**src/rtl/input_vc_buffer_pkg.sv**
```systemverilog
// Shared constants for the router input-port VC buffer.
// These mirror the router-wide flit width and the default VC / buffer sizing
// used by the crossbar and allocators.
package input_vc_buffer_pkg;

  localparam int FLIT_DATA_WIDTH   = 16;
  localparam int DEFAULT_NUM_VCS   = 4;
  localparam int DEFAULT_BUF_DEPTH = 4;

endpackage

```
**src/rtl/vc_fifo.sv**
```systemverilog
// One first-word-fall-through FIFO holding the flits of a single virtual channel.
// The caller only asserts push/pop when they are legal: push when not full or
// when popping in the same cycle, and pop only when non-empty.
module vc_fifo
  import input_vc_buffer_pkg::*;
#(
  parameter  int WIDTH = FLIT_DATA_WIDTH,
  parameter  int DEPTH = DEFAULT_BUF_DEPTH,
  localparam int CNT_W = $clog2(DEPTH + 1)
) (
  input  logic             clk,
  input  logic             reset_n,
  input  logic             push,
  input  logic             pop,
  input  logic [WIDTH-1:0] push_data,
  output logic [WIDTH-1:0] head,
  output logic [CNT_W-1:0] count,
  output logic             full,
  output logic             empty
);

  localparam int PTR_W = $clog2(DEPTH);

  logic [WIDTH-1:0] mem [DEPTH];
  logic [PTR_W-1:0] wr_ptr;
  logic [PTR_W-1:0] rd_ptr;

  // Flit storage; deliberately not reset, the pointers alone define validity.
  always_ff @(posedge clk) begin
    if (push) begin
      mem[wr_ptr] <= push_data;
    end
  end

  // Pointers wrap naturally at DEPTH; the count saturates by construction.
  always_ff @(posedge clk) begin
    if (!reset_n) begin
      wr_ptr <= '0;
      rd_ptr <= '0;
      count  <= '0;
    end else begin
      if (push) begin
        wr_ptr <= wr_ptr + 1'b1;
      end
      if (pop) begin
        rd_ptr <= rd_ptr + 1'b1;
      end
      case ({push, pop})
        2'b10:   count <= count + 1'b1;
        2'b01:   count <= count - 1'b1;
        default: count <= count;
      endcase
    end
  end

  assign empty = (count == '0);
  assign full  = (count == CNT_W'(DEPTH));
  assign head  = empty ? '0 : mem[rd_ptr];

endmodule

```
**src/rtl/input_vc_buffer.sv**
```systemverilog
// Receive side of a router link: steers incoming flits into per-VC FIFOs,
// exposes every VC head to route compute / switch allocation, pops on grant
// and returns one credit upstream per popped flit, one cycle later.
module input_vc_buffer
  import input_vc_buffer_pkg::*;
#(
  parameter  int NUM_VCS   = DEFAULT_NUM_VCS,
  parameter  int BUF_DEPTH = DEFAULT_BUF_DEPTH,
  localparam int VC_W      = $clog2(NUM_VCS),
  localparam int CNT_W     = $clog2(BUF_DEPTH + 1)
) (
  input  logic                       clk,
  input  logic                       reset_n,
  input  logic                       in_valid,
  input  logic [VC_W-1:0]            in_vc_id,
  input  logic [FLIT_DATA_WIDTH-1:0] in_data,
  input  logic [NUM_VCS-1:0]         vc_pop,
  output logic [FLIT_DATA_WIDTH-1:0] vc_head_data [NUM_VCS-1:0],
  output logic [NUM_VCS-1:0]         vc_head_valid,
  output logic [CNT_W-1:0]           vc_occupancy [NUM_VCS-1:0],
  output logic                       credit_valid,
  output logic [VC_W-1:0]            credit_vc_id,
  output logic                       protocol_err
);

  logic [NUM_VCS-1:0] fifo_full;
  logic [NUM_VCS-1:0] fifo_empty;
  logic [NUM_VCS-1:0] push_sel;
  logic [NUM_VCS-1:0] pop_sel;
  logic [VC_W-1:0]    pop_idx;
  logic               pop_legal;
  logic               vc_in_range;
  logic               err_now;

  // Pop decode with one-hot check, write demux with room check, and error detection.
  always_comb begin
    push_sel    = '0;
    pop_sel     = '0;
    pop_idx     = '0;
    err_now     = 1'b0;
    pop_legal   = $onehot0(vc_pop);
    vc_in_range = (int'(in_vc_id) < NUM_VCS);

    for (int v = 0; v < NUM_VCS; v++) begin
      if (pop_legal && vc_pop[v] && !fifo_empty[v]) begin
        pop_sel[v] = 1'b1;
        pop_idx    = VC_W'(v);
      end
      if (vc_pop[v] && fifo_empty[v]) begin
        err_now = 1'b1;
      end
    end

    if (!pop_legal) begin
      err_now = 1'b1;
    end

    if (in_valid) begin
      if (!vc_in_range) begin
        err_now = 1'b1;
      end else if (!fifo_full[in_vc_id] || pop_sel[in_vc_id]) begin
        push_sel[in_vc_id] = 1'b1;
      end else begin
        err_now = 1'b1;
      end
    end
  end

  // Credit return register plus the sticky protocol error flag.
  always_ff @(posedge clk) begin
    if (!reset_n) begin
      credit_valid <= 1'b0;
      credit_vc_id <= '0;
      protocol_err <= 1'b0;
    end else begin
      credit_valid <= |pop_sel;
      if (|pop_sel) begin
        credit_vc_id <= pop_idx;
      end
      protocol_err <= protocol_err | err_now;
    end
  end

  for (genvar v = 0; v < NUM_VCS; v++) begin : g_vc
    vc_fifo #(
      .WIDTH (FLIT_DATA_WIDTH),
      .DEPTH (BUF_DEPTH)
    ) u_fifo (
      .clk       (clk),
      .reset_n   (reset_n),
      .push      (push_sel[v]),
      .pop       (pop_sel[v]),
      .push_data (in_data),
      .head      (vc_head_data[v]),
      .count     (vc_occupancy[v]),
      .full      (fifo_full[v]),
      .empty     (fifo_empty[v])
    );

    assign vc_head_valid[v] = !fifo_empty[v];
  end

endmodule
```
**config.mk**
```make
export PLATFORM = sky130hd
export DESIGN_NAME = input_vc_buffer
export DESIGN_NICKNAME = d
export VERILOG_FILES = /design/src/rtl/input_vc_buffer_pkg.sv /design/src/rtl/vc_fifo.sv /design/src/rtl/input_vc_buffer.sv
export SDC_FILE = /design/constraint.sdc
export NUM_CORES = 1
export LEC_CHECK = 0
export BUFFER_PORTS_ARGS = -buffer_cell sky130_fd_sc_hd__buf_2
export CORE_MARGIN = 2
export CORE_UTILIZATION = 41
export CTS_CLUSTER_SIZE = 16
export DETAILED_ROUTE_END_ITERATION = 8
export PLACE_DENSITY = 0.67
export SYNTH_ARGS = -nofsm -noshare
export SYNTH_HDL_FRONTEND = slang
export SYNTH_SLANG_ARGS = --single-unit
```
**constraint.sdc**
```tcl
create_clock -name clk -period 6.4 [get_ports clk]
set_input_delay 0.96 -clock clk [delete_from_list [all_inputs] [get_ports clk]]
set_output_delay 0.96 -clock clk [all_outputs]
set_load 0.01 [all_outputs]
```
Word level (Yosys, flattened, before mapping)
Memories as Yosys holds them, arrays and structs flattened. A register that Yosys moved wholly into a read port is not among the register bits.
Index checks and enable logic that the tools add are counted.
Widths: inputs -> output; s select.
{"block": "word_totals", "regBits": 32, "wordCells": 128, "rom_bits": 0, "ram_bits": 256, "out_inout_bits": 84, "latch_bits": 0, "mem_count": 4}
{"name": "g_vc[0].u_fifo.mem", "words": 4, "width": 16, "read_ports": 1, "rd_ports_with_merged_regs": 1, "write_ports": 1, "line_no": "vc_fifo.sv:24", "text": "logic [WIDTH-1:0] mem [DEPTH];"}
{"name": "g_vc[1].u_fifo.mem", "words": 4, "width": 16, "read_ports": 1, "rd_ports_with_merged_regs": 1, "write_ports": 1, "line_no": "vc_fifo.sv:24"}
{"name": "g_vc[2].u_fifo.mem", "words": 4, "width": 16, "read_ports": 1, "rd_ports_with_merged_regs": 1, "write_ports": 1, "line_no": "vc_fifo.sv:24"}
{"name": "g_vc[3].u_fifo.mem", "words": 4, "width": 16, "read_ports": 1, "rd_ports_with_merged_regs": 1, "write_ports": 1, "line_no": "vc_fifo.sv:24"}
{"block": "op_classes", "reduce_logical": 28, "bitwise": 1, "n_div": 0, "shifts": 0, "addsub": 19, "eq_ne": 12, "order_cmp": 3, "n_mux": 46, "multipliers": 0}
{"operator": "$mux 16", "n": 4}
{"operator": "$pmux 3 s2", "n": 4}
{"operator": "$mux 1", "n": 23}
{"operator": "$mux 2", "n": 10}
{"operator": "$add 2x1->2 const B", "n": 8}
{"operator": "$logic_and 1x1->1", "n": 13}
{"operator": "$add 3x1->3 const B", "n": 4}
{"operator": "$eq 3x3->1 const B", "n": 4}
{"operator": "$logic_not 3->1", "n": 4}
{"operator": "$sub 3x1->3 const B", "n": 4}
{"operator": "$eq 2x1->1 const B", "n": 4}
{"operator": "$eq 2x2->1 const B", "n": 4}
{"operator": "$mux 4", "n": 2}
{"operator": "$reduce_bool 2->1", "n": 4}
{"operator": "$logic_not 1->1", "n": 5}
{"operator": "$add 1x1->2", "n": 2}
{"operator": "$bmux 1 s2", "n": 2}
{"operator": "$reduce_or 4->1", "n": 1}
{"operator": "$add 2x2->3", "n": 1}
{"operator": "$le 3x1->1 const B", "n": 1}
{"operator": "$lt 2x3->1 const B", "n": 1}
{"operator": "$demux 1 s2", "n": 1}
{"operator": "$ge 2x1->1 const B", "n": 1}
{"operator": "$logic_or 1x1->1", "n": 1}
{"operator": "$or 1x1->1", "n": 1}

Longest topological paths before layout
Gate-level depths: netlist of the first run.
{"block": "depth", "depth_word": 13, "depth_mapped": 13, "depth_no_buf": 12}

Cells and area by module
A second synthesis of the first run with hierarchy kept.
{"block": "hier_totals", "cells_unflattened": 658, "hier_area_um2": 12475.7}
{"module": "vc_fifo", "seq_area_each_um2": 2102.0, "cells_each": 147, "area_per_inst_um2": 2985.4, "n_inst": 4}
{"module": "input_vc_buffer", "seq_area_each_um2": 80.1, "cells_each": 70, "area_per_inst_um2": 534.3, "n_inst": 1}

Least setup slack after synthesis of the first run
OpenSTA, ideal clock, no wires.
{"block": "synth_path", "path_kind": "input -> register", "startpoint": "in vc_pop[1]", "endpoint": "reg g_vc[0].u_fifo.count[2]", "arrival_time_ns": 3.266, "t_required_ns": 6.329, "setup_ns": 0.071, "cell_stages": 13, "n_path_buf": 1, "slack_ns": 3.063, "path_cell_list": "inv_1 > fa_1 > nor2b_1 > buf_2 > o32a_1 > nor2_1 > inv_1 > ha_1 > inv_1 > fa_1 > xor2_1 > or3_1 > a21oi_1"}
{"block": "synth_between", "elab_chain_len": 13}
{"item": "from (decl)", "line_no": "input_vc_buffer.sv:17", "text": "input logic [NUM_VCS-1:0] vc_pop,"}
{"item": "$add 1x1->2 (implied by the code)", "line_no": "input_vc_buffer.sv:41", "text": "pop_legal = $onehot0(vc_pop);"}
{"item": "$add 2x2->3 (implied by the code)", "line_no": "input_vc_buffer.sv:41"}
{"item": "$le 3x1->1 (implied by the code)", "line_no": "input_vc_buffer.sv:41"}
{"item": "$logic_and 1x1->1 (2 in a row)", "line_no": "input_vc_buffer.sv:45", "text": "if (pop_legal && vc_pop[v] && !fifo_empty[v]) begin"}
{"item": "$mux 1", "line_no": "input_vc_buffer.sv:45"}
{"item": "$bmux 1 s2", "line_no": "input_vc_buffer.sv:61", "text": "end else if (!fifo_full[in_vc_id] || pop_sel[in_vc_id]) begin"}
{"item": "$mux 1 (implied by the code)", "line_no": "input_vc_buffer.sv:61"}
{"item": "$logic_or 1x1->1", "line_no": "input_vc_buffer.sv:61"}
{"item": "$mux 4", "line_no": "input_vc_buffer.sv:61"}
{"item": "$mux 4", "line_no": "input_vc_buffer.sv:58", "text": "if (in_valid) begin"}
{"item": "$eq 2x1->1 or $eq 2x2->1 (tied branches)", "line_no": "vc_fifo.sv:48", "text": "case ({push, pop})"}
{"item": "$pmux 3 s2 or $reduce_bool 2->1 (tied branches)"}
{"item": "to (signal assigned)", "line_no": "vc_fifo.sv:49", "text": "2'b10: count <= count + 1'b1;"}
{"item": "to (signal assigned)", "line_no": "vc_fifo.sv:50", "text": "2'b01: count <= count - 1'b1;"}
{"item": "to (signal assigned)", "line_no": "vc_fifo.sv:51", "text": "default: count <= count;"}
{"item": "to (decl)", "line_no": "vc_fifo.sv:17", "text": "output logic [CNT_W-1:0] count,"}
Parallel ways exist; a longest one is shown, timed or not. The select of a mux whose other input is x is not followed.
A chain may end at the register's enable or synchronous reset.

==> impl_metrics.json, run 1 <==
{
  "status": "finished clean",
  "synth_nets": 726,
  "clock_sinks": 296,
  "synth_compound_area_share_pct": 3.12,
  "cts-htree-levels": 1,
  "yosys_warnings": 0,
  "startpoint_type": "flip-flop",
  "vias_per_cell": 5.13,
  "synth.area.top_cells": "edfxtp_1 64%, mux4_2 12%, dfxtp_1 6.7%, and2_1 2.6%, ha_1 2.1%",
  "cpMaxStageDelayCell": "dfxtp_1",
  "first_pass_iters": 5,
  "cts_resized": 0,
  "synth-main-ff-cell": "edfxtp_1",
  "min_from": "credit_vc_id[1]",
  "die_h_um": 175,
  "yosys.area_share.simple_pct": 7.62,
  "r2r_end": "g_vc[3].u_fifo.count[2]",
  "p_leak_nw": 4.81,
  "ant_nets": 0,
  "numCtsBuffers": 29,
  "synth_top_family_by_area": "multiplexers",
  "antenna_found_initial": 2,
  "grt_max_degree": 36,
  "fmax_mhz": 282,
  "cts_tree": "done",
  "fin_nets": 841,
  "finalClockSkew_ns": 0.0116,
  "netlist_area_um2": 12000,
  "period_needed_ns": 3.55,
  "cts_root_buf": "clkbuf_16",
  "drt-initial-drc-count": 578,
  "wire_per_inst_um": 19.6,
  "port_buffers": 108,
  "max_cap_viol_count": 0,
  "synth.yosys.seq_area_share_pct": 70.7,
  "finalCritPeriodShare_pct": 55.4,
  "finalWirelength_mm": 23.4,
  "use_met1_pct": 22.2,
  "num_vias": 6144,
  "max_slew_margin_pct": 24.2,
  "cp_data_arrival_time_ns": 2.59,
  "cell_internal_pwr_mw": 3.19,
  "synthMuxAreaShare_pct": 12.1,
  "yosys.area.top_type": "edfxtp_1",
  "hold_depth": 2,
  "switching_share_pct": 21.3,
  "grt-busiest-layer": "met2",
  "core_area_um2": 28800,
  "clock_path_buffers": 3,
  "yosysTopAreaCellShare_pct": 64.0,
  "drc": 0,
  "post-place-ws_ns": 2.48,
  "hold_end": "credit_vc_id[1]",
  "p_per_area_nw_per_um2": 293,
  "synth_cell_type_count": 53,
  "fin_setup_tns_ns": 0,
  "max_stage_delay_ns": 1.07,
  "hold_path_class": "reg -> reg",
  "rsz0062_at_grt": "no",
  "switchingPower_mw": 0.862,
  "drive_gt1_share_pct": 28.2,
  "crit_fanout": 16,
  "seq_power_share_pct": 52.6,
  "ys_async_sr_fraction_pct": 0,
  "ios": 109,
  "grt_overflow": 0,
  "synth_xor_area_share_pct": 1.09,
  "synth_area_per_cell_um2": 17.8,
  "cp_data_required_time_ns": 5.44,
  "p_comb_share_pct": 5.7,
  "fin_ws_ns": 2.85,
  "n_antenna_cell": 0,
  "met3_usage_pct": 2.96,
  "finalMaxSlewViolations": 0,
  "p_clk_share_pct": 41.7,
  "post-cts-setup-buffers": 0,
  "finalWeightedCongestion": 0.859,
  "reg2reg_depth": 10,
  "synth_most_common_cell": "edfxtp_1",
  "die_width_um": 175,
  "synth_cells": 676,
  "area_growth_pct": 15.4,
  "timing.hold.ws_ns": 0.466,
  "rows": 62,
  "crit_type": "reg -> out",
  "fin_util_pct": 48.2,
  "r2r_setup_slack_ns": 3.75,
  "finalHoldViolations": 0,
  "synth_edf_count": 256,
  "end_kind": "output pin",
  "grt_pass1_wl_mm": 36.6,
  "hpwl_mm": 15.0,
  "synth_common_cells": "256 x edfxtp_1, 64 x mux4_2, 49 x and2_1",
  "initial_core_util_pct": 41.7,
  "ir_drop_v": 0.000167,
  "path_cells": "mux4_2 > and2_1 > buf_2",
  "yosys.area_share.adder_pct": 2.92,
  "synth_seq_cells": 296,
  "grt_use_total_pct": 15.5,
  "cts.clk_slew.worst_paths_ns": 0.06,
  "insertion_delay_ns": 0.55,
  "grt_pass1_vias": 6280,
  "dieArea_um2": 30700,
  "reg2reg_from": "g_vc[3].u_fifo.count[0]",
  "setup_violations": 0,
  "worst_pin_slew_ns": 1.14,
  "use_met2_pct": 24.7,
  "ctsHoldBuffers": 0
}
logic make-up after synthesis:
family / after synthesis
compound gates: 55
xor+xnor: 15
fa+ha+maj: 25
buf+inv: 66
flops: 296
mux: 65
simple gates: 154
final cells by class:
class	count	area, µm²
inverters	38	143
flip-flops and latches	296	8490
clock inverters	15	178
well taps	384	480
repair buffers	112	571
fillers	2442	14900
multi-input cells	314	3220
clock buffers	38	779
cells in the final DEF (no fill, tap or decap), types with 6 or more instances in the layout:
master     netlist  routed
ha_1            20      20
edfxtp_1       256     256
inv_1           37      37
or3_1            6       6
xor2_1          13      13
o21ai_1          8       8
nor2b_1         13      13
nand3_1         13      13
mux4_2          64      64
nor2_1          30      30
clkbuf_1         7       7
dfxtp_1         40      40
and3_1          16      16
and2_1          49      49
clkbuf_16        0      29
a21oi_1         20      20
buf_2           11     108
critical path, delay by kind of cell (launching register included):
family | cells | cell delay [ns]
flip-flops | 1 | 1.07
buffers and inverters | 1 | 0.15
AND/OR/NAND/NOR | 1 | 0.21
multiplexers | 1 | 0.60
metrics by stage:
step,cells,area (µm²),power [mW]
floorplan,676,12000,2.31
global placement,1144,12900,2.41
detailed placement,1144,12900,2.41
CTS,1197,13900,4.10
global route,1197,13900,4.21
finish,1197,13900,4.06
metal layers:
| layer | part of all wire (%) | up-vias |
|---|---|---|
| met4 | 1.5 | 4 |
| met1 | 45 | 3101 |
| met2 | 48 | 174 |
| li1 | - | 2833 |
| met3 | 5.9 | 32 |
| met5 | 0.10 | - |
flip-flops by register name (all words and copies together) (netlist names), named ones only:
register / cells
credit_vc_id: 2
protocol_err: 1
credit_valid: 1
g_vc.u_fifo.count: 12
g_vc.u_fifo.wr_ptr: 8
g_vc.u_fifo.mem: 256
g_vc.u_fifo.rd_ptr: 8
how the worst max path moves through the flow:
stage	from	endpoint	slack, ns	depth (start not counted)
finish	flip-flop	vc_head_data[37]	2.85	3
global route	flip-flop	vc_head_data[33]	2.65	3
detailed placement	vc_pop[1]	g_vc[0].u_fifo.count[2]	2.48	13
global placement	vc_pop[1]	g_vc[0].u_fifo.count[2]	2.55	13
floorplan	vc_pop[1]	g_vc[0].u_fifo.count[2]	3.06	13
CTS	flip-flop	vc_head_data[35]	2.78	3
power groups by stage:
stage / sequential, mW / combinational, mW / clock [mW]
finish: 2.13 / 0.232 / 1.69
global route: 2.14 / 0.258 / 1.81
CTS: 2.13 / 0.238 / 1.73
detailed placement: 2.18 / 0.237 / 0
floorplan: 2.17 / 0.136 / 0
global placement: 2.18 / 0.233 / 0
Power figures use the tool's default switching activity.
==> inputs of run 2 (changes only) <==
--- a/config.mk
+++ b/config.mk
@@ -5,12 +5,13 @@
 export SDC_FILE = /design/constraint.sdc
 export NUM_CORES = 1
 export LEC_CHECK = 0
+export ABC_AREA = 1
 export BUFFER_PORTS_ARGS = -buffer_cell sky130_fd_sc_hd__buf_2
 export CORE_MARGIN = 2
 export CORE_UTILIZATION = 41
 export CTS_CLUSTER_SIZE = 16
 export DETAILED_ROUTE_END_ITERATION = 8
-export PLACE_DENSITY = 0.67
+export PLACE_DENSITY = 0.69
 export SYNTH_ARGS = -nofsm -noshare
 export SYNTH_HDL_FRONTEND = slang
 export SYNTH_SLANG_ARGS = --single-unit
==> constraint.sdc (replaced) <==
create_clock -name clk -period 2.8 [get_ports clk]
set_input_delay 0.42 -clock clk [delete_from_list [all_inputs] [get_ports clk]]
set_output_delay 0.42 -clock clk [all_outputs]
set_load 0.01 [all_outputs]
==> impl_metrics.json, run 2 <==
{
  "finalCritPeriodShare_pct": 95.1,
  "rows": 62,
  "period_needed_ns": 2.66,
  "p_leak_nw": 5.48,
  "ctsHoldBuffers": 0,
  "synth_nets": 1110,
  "dpl.cell_count": 1572,
  "ant_nets": 0,
  "r2r_setup_slack_ns": 0.47,
  "synth_compound_area_share_pct": 10.2,
  "placed_area_um2": 13500,
  "max_stage_delay_ns": 0.42,
  "numCtsBuffers": 29,
  "reg2reg_from": "g_vc[1].u_fifo.count[0]",
  "grt_max_degree": 26,
  "cts_tree": "done",
  "max_cap_viol_count": 0,
  "finalWirelength_mm": 27.9,
  "die_width_um": 175,
  "yosys.area.top_type": "edfxtp_1",
  "end_kind": "output pin",
  "antenna_found_initial": 0,
  "post-cts-setup-buffers": 0,
  "n_antenna_cell": 0,
  "crit_type": "reg -> out",
  "yosys.area_share.simple_pct": 12.0,
  "p_per_area_nw_per_um2": 672,
  "setup_violations": 0,
  "cpMaxStageDelayCell": "clkinv_1",
  "ir_drop_v": 0.000456,
  "grt_overflow": 0,
  "fin_nets": 1270,
  "top_regs": "g_vc.u_fifo.mem x256, g_vc.u_fifo.count x12",
  "status": "finished clean",
  "stdcell_count": 1626,
  "r2r_end": "g_vc[3].u_fifo.count[2]",
  "port_buffers": 108,
  "drt-initial-drc-count": 678,
  "drc": 0,
  "ios": 109,
  "finalClockSkew_ns": 0.00750,
  "grt_pass1_wl_mm": 43.2,
  "fin_util_pct": 50.6,
  "synth_area_per_cell_um2": 11.3,
  "ys_async_sr_fraction_pct": 0,
  "synthMuxAreaShare_pct": 0,
  "post-route-cell-area_um2": 14600,
  "cts_root_buf": "clkbuf_16",
  "clock_sinks": 296,
  "area_growth_pct": 21.1,
  "cp_data_arrival_time_ns": 2.24,
  "grt_pass1_vias": 7917,
  "dieArea_um2": 30700,
  "rsz0062_at_grt": "no",
  "synth_xor_area_share_pct": 0.218,
  "crit_end": "vc_head_data[1]",
  "yosys.area_share.adder_pct": 2.91,
  "synth_seq_cells": 296,
  "cts-htree-levels": 1,
  "fillers": 2446,
  "yosys_warnings": 0,
  "insertion_delay_ns": 0.54,
  "synth_most_common_cell": "nor2_1",
  "wire_per_inst_um": 17.2,
  "finalMaxSlewViolations": 0,
  "startpoint_type": "flip-flop",
  "path_cells": "nor2_1 > nand2_1 > clkinv_1 > buf_4 > a21oi_1 > buf_2",
  "finalHoldViolations": 0,
  "cp_top_family": "buffers and inverters",
  "mostFrequentLayoutCell": "nor2_1",
  "largest_reg_flops": 256,
  "synth_top_family_by_area": "simple AND/OR/NAND/NOR gates",
  "finalWeightedCongestion": 0.823,
  "critical_path.startpoint": "g_vc[0].u_fifo.count[1]",
  "netlist_area_um2": 12000,
  "cp.depth": 6,
  "grt_use_total_pct": 18.1,
  "reg2reg_depth": 14,
  "synth.yosys.seq_area_share_pct": 70.6,
  "drive_gt1_share_pct": 19.6,
  "hold_path_class": "in -> reg",
  "regMostFlops": "g_vc.u_fifo.mem",
  "hpwl_mm": 17.7,
  "synth_edf_count": 256,
  "vias_per_cell": 5.07,
  "synth.area.top_cells": "edfxtp_1 64%, nor2_1 9.6%, dfxtp_1 6.7%, o21ai_0 6.1%, a21oi_1 3.9%",
  "crit_fanout": 12,
  "max_slew_margin_pct": 58.1,
  "core_area_um2": 28800,
  "initial_core_util_pct": 41.8,
  "synth_cell_type_count": 26,
  "cp_data_required_time_ns": 2.38,
  "final_cell_mix": "306 x nor2_1, 256 x edfxtp_1, 147 x o21ai_0",
  "worst_pin_slew_ns": 0.627,
  "synth_cells": 1060,
  "clock_path_buffers": 3,
  "first_pass_iters": 5,
  "die_h_um": 175,
  "num_vias": 8242,
  "path_buf_inv": 3,
  "cts.clk_slew.worst_paths_ns": 0.06,
  "synth_common_cells": "307 x nor2_1, 256 x edfxtp_1, 147 x o21ai_0",
  "synth-main-ff-cell": "edfxtp_1",
  "yosysTopAreaCellShare_pct": 63.9,
  "fmax_mhz": 375
}
[run 2: layer usage]
metal	track usage, %	vias up	routed length (µm)
met5	0	-	0
met4	6.35	0	824
met3	3.05	47	1660
met2	29.3	243	13000
met1	24.7	3989	12400
li1	-	3963	-
[run 2: cell type report]
cell class                 instances  area (µm²)  area share, %
sequential                       296        8490           58.3
multi-input combinational        636        3050           20.9
timing repair buffer             176        1200           8.25
clock buffer                      35         778           5.34
tap                              384         480           3.30
inverter                          80         308           2.11
clock inverter                    18         255           1.75
timing repair inverter             1        7.51         0.0515
[run 2: worst min path at each step]
stage,start,endpoint,slack [ns],cells past startpoint
2_1_floorplan,g_vc[2].u_fifo.rd_ptr[1],flip-flop,0.44,2
3_3_place_gp,g_vc[2].u_fifo.rd_ptr[1],g_vc[2].u_fifo.rd_ptr[1],0.45,2
3_5_place_dp,credit_vc_id[0],credit_vc_id[0],0.46,2
4_1_cts,in_valid,protocol_err,0.17,3
5_1_grt,in_valid,protocol_err,0.19,3
6_report,in_valid,protocol_err,0.20,3
[run 2: report_power, final]
part | internal (mW) | total (mW) | switching [mW]
clock | 2.54 | 4.14 | 1.61
sequential | 4.86 | 4.90 | 0.0389
combinational | 0.241 | 0.745 | 0.505
[run 2: repair_timing]
item | 4_1_cts | 5_1_grt
pin swaps | 0 | 0
gates resized for setup | 2 | 2
endpoints found under the setup margin | 1 | 14
gates cloned | 1 | 0
endpoints found under the hold margin | 0 | 0
[run 2: kinds of logic (layout without fill, tap and decap cells)]
logic type,Yosys count,count (layout)
AOI/OAI and AO/OA,243,243
xor gates and xnor gates,3,3
adders and majority gates,25,25
buffers and inverters,128,310
DFF,296,296
and+or+nand+nor,365,365
[run 2: metrics by stage]
step | TNS [ns] | setup slack (ns) | total power [mW] | hold slack (ns)
CTS | 0 | 0.0225 | 9.86 | 0.173
global route | 0 | 0.0304 | 10.1 | 0.186
global placement | -0.0817 | -0.0310 | 5.72 | 0.449
detailed placement | -0.439 | -0.110 | 5.74 | 0.459
floorplan | -21.57 | -0.0902 | 5.36 | 0.436
finish | 0 | 0.136 | 9.79 | 0.202
[run 2: worst min-delay path, cell delays in order]
cell and delay, ns:
buf_2 0.11, nand3_1 0.09, a21oi_1 0.07
==> inputs of run 3 (changes only) <==
--- a/config.mk
+++ b/config.mk
@@ -7,7 +7,6 @@
 export LEC_CHECK = 0
 export ABC_AREA = 1
 export BUFFER_PORTS_ARGS = -buffer_cell sky130_fd_sc_hd__buf_2
-export CORE_MARGIN = 2
 export CORE_UTILIZATION = 41
 export CTS_CLUSTER_SIZE = 16
 export DETAILED_ROUTE_END_ITERATION = 8
==> impl_metrics.json, run 3 (synthesis results as in run 2) <==
{
  "status": "finished clean",
  "clock_sinks": 296,
  "hold_path_class": "in -> reg",
  "die_h_um": 173,
  "cts-htree-levels": 1,
  "post-place-ws_ns": -0.173,
  "period_needed_ns": 2.71,
  "cp_data_arrival_time_ns": 2.29,
  "top_regs": "g_vc.u_fifo.mem x256, g_vc.u_fifo.count x12",
  "worst_pin_slew_ns": 0.618,
  "final_cell_mix": "306 x nor2_1, 256 x edfxtp_1, 146 x o21ai_0",
  "post-cts-setup-buffers": 0,
  "ctsHoldBuffers": 0,
  "ant_nets": 0,
  "n_antenna_cell": 0,
  "cts.clk_slew.worst_paths_ns": 0.06,
  "area_growth_pct": 19.5,
  "min_from": "in_valid",
  "port_buffers": 108,
  "cts_tree": "done",
  "finalWeightedCongestion": 0.845,
  "finalHoldViolations": 0,
  "finalMaxSlewViolations": 0,
  "max_slew_margin_pct": 58.7,
  "finalClockSkew_ns": 0.0199,
  "drc": 0,
  "reg2reg_from": "g_vc[0].u_fifo.count[1]",
  "crit_fanout": 17,
  "max_cap_viol_count": 0,
  "regMostFlops": "g_vc.u_fifo.mem",
  "fin_ws_ns": 0.0927,
  "num_vias": 8180,
  "fin_nets": 1267,
  "grt_overflow": 0,
  "setup_violations": 0,
  "vias_per_cell": 5.04,
  "cp_data_required_time_ns": 2.38,
  "reg2reg_depth": 14,
  "die_width_um": 173,
  "finalCritPeriodShare_pct": 96.7,
  "numCtsBuffers": 29,
  "ios": 109,
  "largest_reg_flops": 256,
  "hpwl_mm": 17.5,
  "grt_use_total_pct": 18.4,
  "rows": 62,
  "fin_util_pct": 50.0,
  "startpoint_type": "flip-flop",
  "rsz0062_at_grt": "no",
  "insertion_delay_ns": 0.56,
  "mostFrequentLayoutCell": "nor2_1",
  "ir_drop_v": 0.000417,
  "drive_gt1_share_pct": 18.8,
  "dieArea_um2": 30000,
  "r2r_end": "g_vc[3].u_fifo.count[2]",
  "end_kind": "output pin",
  "grt_pass1_vias": 7678,
  "grt_max_degree": 33,
  "power_mw": 9.33,
  "antenna_found_initial": 1,
  "p_per_area_nw_per_um2": 648,
  "fmax_mhz": 369,
  "first_pass_iters": 5,
  "hold_depth": 3,
  "p_leak_nw": 5.41,
  "path_buf_inv": 2,
  "crit_type": "reg -> out",
  "core_area_um2": 28800,
  "cp_top_family": "buffers and inverters",
  "hold_end": "protocol_err",
  "cpMaxStageDelayCell": "clkinv_1",
  "r2r_setup_slack_ns": 0.39,
  "max_stage_delay_ns": 0.48,
  "initial_core_util_pct": 41.8,
  "wire_per_inst_um": 17.2,
  "path_cells": "nor2_1 > nand2_1 > clkinv_1 > a21oi_1 > buf_2",
  "cts_root_buf": "clkbuf_16",
  "grt_pass1_wl_mm": 42.8,
  "finalWirelength_mm": 27.9,
  "drt-initial-drc-count": 655,
  "clock_path_buffers": 3
}
-- run 3: cell types whose count changed in the layout (fill, tap and decap cells not counted), sizes merged --
cell and change:
clkinvlp -4, clkbuf +5, clkinv +2, bufinv -5, inv +2, buf -2
-- run 3: worst register-to-register path: stages (launching register included) --
cell and delay (ns):
dfxtp_1 0.35, nor2_1 0.15, nand2_1 0.15, nand4_1 0.13, nand2_1 0.07, nor2_2 0.12, nand2_2 0.13, nand2_2 0.10
ha_1 0.14, inv_1 0.06, fa_1 0.38, a21oi_1 0.17, o21ai_0 0.13, o21ai_0 0.17, a21oi_1 0.05
-- run 3: layout make-up --
class / count / area (µm²)
inverters: 80 / 308
repair buffers: 174 / 1160
flip-flops and latches: 296 / 8490
clock buffers: 40 / 797
clock inverters: 14 / 101
well taps: 384 / 480
fillers: 2478 / 14400
multi-input cells: 636 / 3050
-- run 3: metrics by stage --
step / cell area, µm² / hold slack [ns] / std cells / setup TNS, ns
after floorplan: 12000 / 0.436 / 1060 / -21.57
after global placement: 13500 / 0.452 / 1570 / -0.140
after detailed placement: 13500 / 0.453 / 1570 / -0.899
after CTS: 14400 / 0.164 / 1624 / 0
after global routing: 14400 / 0.190 / 1624 / 0
final: 14400 / 0.180 / 1624 / 0
-- run 3: report_power, final --
group / switching [mW] / leakage, nW / internal, mW
registers: 0.0359 / 2.64 / 4.86
logic: 0.504 / 2.32 / 0.236
clock network: 1.60 / 0.446 / 2.08
-- run 3: repair_timing --
action / in CTS / in global routing
resized for setup: 0 / 3
endpoints found under the hold margin: 0 / 0
setup endpoints to repair: 0 / 22
-- run 3: layer usage --
layer	share of wire [%]	vias up	track usage [%]
met4	3.0	2	6.27
met1	46	3942	26.4
met5	0.047	-	0
met3	5.5	45	2.81
li1	-	3955	-
met2	46	236	28.7
-- run 3: worst max-delay path by stage --
stage | from | to | slack, ns | cells past startpoint
after floorplan | vc_pop[0] | g_vc[0].u_fifo.mem[0][0] | -0.09 | 11
after global placement | vc_pop[0] | g_vc[0].u_fifo.count[2] | -0.04 | 19
after detailed placement | vc_pop[0] | g_vc[3].u_fifo.count[2] | -0.17 | 15
after CTS | flip-flop | vc_head_data[46] | 0.002 | 5
after global routing | flip-flop | vc_head_data[47] | 0.02 | 5
final | g_vc[0].u_fifo.count[1] | vc_head_data[9] | 0.09 | 5
